## src/rtl/adc_sar_controller.sv

```systemverilog
// Successive-approximation sequencer for a 12-bit capacitive DAC.
// Runs sample/settle/compare per bit and averages 2^N conversions.
module adc_sar_controller #(
    parameter int unsigned SAMPLE_CNT_W = 4,
    parameter int unsigned ACC_W        = 16
) (
    input  logic                    clk_in,
    input  logic                    rst_n_in,
    input  logic                    start_in,
    input  logic [SAMPLE_CNT_W-1:0] sample_cycles_in,
    input  logic [2:0]              avg_log2_in,
    input  logic                    comp_in,
    output logic [11:0]             dac_data_out,
    output logic                    sample_out,
    output logic                    comp_strobe_out,
    output logic                    busy_out,
    output logic [11:0]             result_out,
    output logic                    result_valid_out
);

    localparam int unsigned DAC_W  = 12;
    localparam int unsigned CONV_W = 5;
    localparam int unsigned BIT_W  = 4;
    localparam logic [DAC_W-1:0] MID_CODE = 12'h800;

    typedef enum logic [2:0] {
        IDLE,
        SAMPLE,
        SETTLE,
        COMPARE,
        ACCUM
    } state_t;

    state_t                  state_q, state_d;
    logic [SAMPLE_CNT_W-1:0] samp_cfg_q, samp_cfg_d;
    logic [SAMPLE_CNT_W-1:0] samp_cnt_q, samp_cnt_d;
    logic [2:0]              avg_q, avg_d;
    logic [BIT_W-1:0]        bit_idx_q, bit_idx_d;
    logic [DAC_W-1:0]        code_q, code_d;
    logic [ACC_W-1:0]        acc_q, acc_d, acc_sum;
    logic [CONV_W-1:0]       conv_cnt_q, conv_cnt_d;
    logic [DAC_W-1:0]        dac_d, result_d;
    logic                    sample_d, strobe_d, busy_d, valid_d;

    // State and registered outputs
    always_ff @(posedge clk_in or negedge rst_n_in) begin
        if (!rst_n_in) begin
            state_q          <= IDLE;
            samp_cfg_q       <= '0;
            samp_cnt_q       <= '0;
            avg_q            <= '0;
            bit_idx_q        <= '0;
            code_q           <= '0;
            acc_q            <= '0;
            conv_cnt_q       <= '0;
            dac_data_out     <= MID_CODE;
            sample_out       <= 1'b0;
            comp_strobe_out  <= 1'b0;
            busy_out         <= 1'b0;
            result_out       <= '0;
            result_valid_out <= 1'b0;
        end else begin
            state_q          <= state_d;
            samp_cfg_q       <= samp_cfg_d;
            samp_cnt_q       <= samp_cnt_d;
            avg_q            <= avg_d;
            bit_idx_q        <= bit_idx_d;
            code_q           <= code_d;
            acc_q            <= acc_d;
            conv_cnt_q       <= conv_cnt_d;
            dac_data_out     <= dac_d;
            sample_out       <= sample_d;
            comp_strobe_out  <= strobe_d;
            busy_out         <= busy_d;
            result_out       <= result_d;
            result_valid_out <= valid_d;
        end
    end

    // Next state, datapath and output decode
    always_comb begin
        state_d    = state_q;
        samp_cfg_d = samp_cfg_q;
        samp_cnt_d = samp_cnt_q;
        avg_d      = avg_q;
        bit_idx_d  = bit_idx_q;
        code_d     = code_q;
        acc_d      = acc_q;
        conv_cnt_d = conv_cnt_q;
        result_d   = result_out;
        valid_d    = 1'b0;
        acc_sum    = acc_q + ACC_W'(code_q);

        case (state_q)
            IDLE: begin
                if (start_in) begin
                    samp_cfg_d = sample_cycles_in;
                    avg_d      = (avg_log2_in > 3'd4) ? 3'd4 : avg_log2_in;
                    acc_d      = '0;
                    conv_cnt_d = '0;
                    samp_cnt_d = '0;
                    state_d    = SAMPLE;
                end
            end
            SAMPLE: begin
                if (samp_cnt_q == samp_cfg_q) begin
                    bit_idx_d = BIT_W'(11);
                    code_d    = MID_CODE;
                    state_d   = SETTLE;
                end else begin
                    samp_cnt_d = samp_cnt_q + SAMPLE_CNT_W'(1);
                end
            end
            SETTLE: begin
                state_d = COMPARE;
            end
            COMPARE: begin
                // code_q already carries the trial bit; drop it on a low decision
                if (!comp_in) begin
                    code_d = code_q & ~(DAC_W'(1) << bit_idx_q);
                end
                if (bit_idx_q != '0) begin
                    code_d    = code_d | (DAC_W'(1) << (bit_idx_q - BIT_W'(1)));
                    bit_idx_d = bit_idx_q - BIT_W'(1);
                    state_d   = SETTLE;
                end else begin
                    state_d = ACCUM;
                end
            end
            ACCUM: begin
                acc_d      = acc_sum;
                conv_cnt_d = conv_cnt_q + CONV_W'(1);
                if (conv_cnt_d == (CONV_W'(1) << avg_q)) begin
                    result_d = DAC_W'(acc_sum >> avg_q);
                    valid_d  = 1'b1;
                    state_d  = IDLE;
                end else begin
                    samp_cnt_d = '0;
                    state_d    = SAMPLE;
                end
            end
            default: begin
                state_d = IDLE;
            end
        endcase

        sample_d = (state_d == SAMPLE);
        strobe_d = (state_d == COMPARE);
        busy_d   = (state_d != IDLE);
        dac_d    = (state_d == SETTLE || state_d == COMPARE || state_d == ACCUM) ? code_d : MID_CODE;
    end

endmodule

```

## config.mk

```make
export PLATFORM = sky130hd
export DESIGN_NAME = adc_sar_controller
export DESIGN_NICKNAME = d
export VERILOG_FILES = /design/src/rtl/adc_sar_controller.sv
export SDC_FILE = /design/constraint.sdc
export NUM_CORES = 1
export LEC_CHECK = 0
export BUFFER_PORTS_ARGS = -buffer_cell sky130_fd_sc_hd__buf_2
export CAP_MARGIN = 30
export CORE_UTILIZATION = 60
export CTS_CLUSTER_SIZE = 20
export DETAILED_ROUTE_END_ITERATION = 12
export PLACE_DENSITY = 0.77
export SLEW_MARGIN = 20
export SYNTH_ARGS = -nofsm -noshare
export SYNTH_HDL_FRONTEND = slang
export SYNTH_SLANG_ARGS = --single-unit
```

## constraint.sdc

```tcl
create_clock -name clk_in -period 3.8 [get_ports clk_in]
set_clock_uncertainty 0.2 [all_clocks]
set_input_delay 0.57 -clock clk_in [delete_from_list [all_inputs] [get_ports clk_in]]
set_output_delay 0.57 -clock clk_in [all_outputs]
set_load 0.1 [all_outputs]
```

==> flow_metrics.py <==
metrics = {
    "pwr": {
        "pwr-share-seq_pct": 31.2,
        "switching_share_pct": 47.4,
        "power.switching_w": 0.00190,
        "leakage_nw": 2.53,
        "combPwrFrac_pct": 50.8,
        "powerDensity_nw_per_um2": 737,
        "clkPwrFrac_pct": 18.0,
        "internal_power_w": 0.00210,
        "vdd_drop_max_mv": 0.586,
    },
    "critical_path": {
        "regToRegSetupSlack_ps": 500,
        "worst-path-stages": 9,
        "reg2reg_to": "result_out[4]$_DFFE_PN0P_",
        "worst_r2r_path_depth": 9,
        "slowest_delay_ps": 450,
        "crit_path_end": "result_out[4]$_DFFE_PN0P_",
        "path_cells": "ha_1 > fa_1 > a21oi_2 > o211ai_4 > and3_1 > or3_4 > mux2_4 > mux4_2 > mux2_2",
        "worst-path-buf-inv": 0,
        "worstPathArrival_ps": 3360,
        "cp_slowest_cell": "mux4_2",
        "r2r_start": "code_q[0]$_DFF_PN0_",
        "critical_path.max_fanout": 6,
        "crit_type": "register to register",
        "cp-end-kind": "register",
        "setup.worst_path.start_class": "register",
        "cp.required_ps": 3850,
        "startpoint": "code_q[0]$_DFF_PN0_",
        "cpLargestDelayFamily": "multiplexers",
    },
    "logic_synthesis": {
        "netlist.area_leader.share_pct": 39.7,
        "avgSynthCellArea_um2": 9.72,
        "syn_area_um2": 4910,
        "synth-edff-count": 0,
        "synth.net_count": 537,
        "synth_top_cell_by_area": "dfrtp_1",
        "synth-seq-cells": 79,
        "synthFlopType": "dfrtp_1",
        "synth_compound_area_share_pct": 21.5,
        "ys_warn_count": 0,
        "synthTopCellsByCount": "78 x dfrtp_1, 42 x o21ai_0, 36 x nor2_1",
        "muxShareOfSynthArea_pct": 7.92,
        "syn_inst": 505,
        "ys_types": 68,
        "async_reset_ff_share_pct": 100,
        "synth_simple_gate_area_share_pct": 18.2,
        "synth-adder-area-share_pct": 5.50,
        "synth_top_family_by_area": "compound AO/OA/AOI/OAI gates",
        "ys_seq_area_share_pct": 40.3,
        "synthXorXnorAreaFrac_pct": 3.39,
        "synth_most_common_cell": "dfrtp_1",
        "synthTopCellsByArea": "dfrtp_1 40%, ha_1 5.1%, o21ai_0 4.3%, a22o_1 4.1%, mux4_2 3.2%",
    },
    "detailed_routing": {
        "ant_nets": 0,
        "wl_per_cell_um": 17.5,
        "vias": 4027,
        "wl_met1_um": 5100,
        "dr.pass1.iters": 4,
        "route.detailed.drc": 0,
        "dr_wl_met3_um": 401,
        "finalWirelength_um": 11300,
        "top_layer": "met4",
        "viasPerCell": 6.27,
        "drt_iter0_markers": 181,
        "wl_met2_um": 5320,
    },
    "timing": {
        "fin_crit_ps": 3300,
        "setup_violations": 0,
        "max_freq_mhz": 303,
        "tightest_slew_ps": 842,
        "rsz0062_at_grt": "no",
        "final-hold-violation-count": 0,
        "drv_slew": 0,
        "slew-limit-headroom_pct": 43.8,
        "fin_tns_setup_ps": 0,
        "layout_worst_path_cycle_share_pct": 86.9,
    },
    "global_routing": {
        "grt_pass1_vias": 3913,
        "grt_overflow_total": 0,
        "grtUsageTotal_pct": 27.6,
        "grt_max_degree": 80,
        "grt_pass1_wl_um": 18500,
        "antenna_found_initial": 0,
    },
    "layout": {
        "layout.nets": 567,
        "syn_to_final_growth_pct": 10.6,
        "nFillCells": 610,
        "design_area_um2": 5430,
        "drive_gt1_share_pct": 18.7,
        "diodes": 0,
    },
    "clocking": {
        "cts_setup_buffers": 0,
        "cts_sinks": 79,
        "clkSlewWorstSetupHoldPaths_ps": 90,
        "clk_path_buf_depth": 2,
        "cts_made_buffers": 9,
        "cts_tree": "yes",
        "clk_latency_ps": 360,
        "h-tree-depth": 3,
        "cts_resized": 0,
        "ctsHoldBuffers": 0,
        "clock-root-buffer": "clkbuf_8",
    },
    "run": {
        "cap_violations": 0,
    },
    "placement": {
        "place_area_um2": 5200,
        "post-dp-hpwl_um": 7970,
        "portBuffers": 38,
        "gp_congestion": 0.892,
    },
    "floorplanning": {
        "die_h_um": 92.5,
        "pin_count": 39,
        "dieArea_um2": 8550,
        "core_um2": 7810,
        "die_width_um": 92.5,
        "rows": 32,
        "start_util_pct": 62.9,
    },
    "outcome": {
        "status": "finished, final reports clean",
    },
    "hold_path": {
        "min_path_type": "input pin to async pin",
    },
}
worst min path at each step:
stage / from / endpoint / cells after the start
4_1_cts: rst_n_in / acc_q[13]$_DFFE_PN0P_ / 1
6_report: rst_n_in / acc_q[15]$_DFFE_PN0P_ / 1
3_3_place_gp: acc_q[10]$_DFFE_PN0P_ / acc_q[10]$_DFFE_PN0P_ / 2
3_5_place_dp: acc_q[15]$_DFFE_PN0P_ / acc_q[15]$_DFFE_PN0P_ / 1
2_1_floorplan: rst_n_in / acc_q[0]$_DFFE_PN0P_ / 0
5_1_grt: rst_n_in / acc_q[15]$_DFFE_PN0P_ / 1
power by group through the flow:
stage | clock [W] | sequential, W | combinational, W
2_1_floorplan | 0 | 0.00156 | 0.00125
3_3_place_gp | 0 | 0.00125 | 0.00195
3_5_place_dp | 0 | 0.00126 | 0.00200
4_1_cts | 0.000732 | 0.00124 | 0.00202
5_1_grt | 0.000762 | 0.00128 | 0.00220
6_report | 0.000721 | 0.00125 | 0.00203
cells by family after synthesis:
family          count (synthesis)
simple gates                  171
fa+ha+maj                      21
flops                          79
mux                            28
xor+xnor                       19
compound gates                146
buf+inv                        41
worst register-to-register path, delay by kind of cell, from the launching register on:
family | cells | cell delay [ps]
multiplexers | 3 | 1000
adder cells (fa/ha/maj) | 2 | 660
AND/OR/NAND/NOR | 2 | 580
flip-flops | 1 | 390
AO/OA/AOI/OAI | 2 | 380
layout make-up:
cell class / instances / area, um2 / area share, %
multi-input cells: 385 / 2780 / 51.3
flip-flops and latches: 79 / 1980 / 36.4
repair buffers: 47 / 264 / 4.86
clock buffers: 10 / 138 / 2.53
well taps: 102 / 128 / 2.35
clock inverters: 6 / 91.3 / 1.68
inverters: 13 / 48.8 / 0.898
state kept, by name (all words and copies together) (netlist names):
| signal | count |
|---|---|
| result_valid_out | 1 |
| busy_out | 1 |
| comp_strobe_out | 1 |
| sample_out | 1 |
| state_q | 3 |
| conv_cnt_q | 5 |
| result_out | 12 |
| samp_cfg_q | 4 |
| avg_q | 3 |
| dac_data_out | 12 |
| acc_q | 16 |
| samp_cnt_q | 4 |
| code_q | 12 |
| bit_idx_q | 4 |
per-stage QoR:
step / utilization, % / hold WS (ps) / power [W] / instances / setup WS [ps]
2_1_floorplan: - / 74.4 / 0.00280 / 505 / 653
3_3_place_gp: 66.6 / 275 / 0.00321 / 626 / 573
3_5_place_dp: 66.6 / 289 / 0.00326 / 626 / 519
4_1_cts: 69.5 / 177 / 0.00399 / 642 / 500
5_1_grt: 69.6 / 96.1 / 0.00423 / 642 / 415
6_report: 69.6 / 34.8 / 0.00400 / 642 / 498
placed cells by master, fill, tap and decap left out, types with 8 or more instances in the layout:
cell type,netlist,final
dfrtp_1,78,78
o21ai_0,42,42
buf_2,1,37
nor2_1,36,36
nand2_1,29,29
a22o_1,23,23
ha_1,20,20
nor3_1,19,19
nand3_1,19,19
a21oi_1,18,18
and2_1,13,13
mux2_2,13,13
xor2_1,12,12
inv_1,11,11
clkbuf_8,0,10
nand2b_1,9,9
buf_4,0,9
nor2b_1,8,8
per-layer routing:
metal,vias up,track usage [%]
met3,43,3.94
met1,1941,37.4
met2,101,42.8
met5,-,0
li1,1942,-
met4,0,15.0
(Power assumes the default switching activity.)
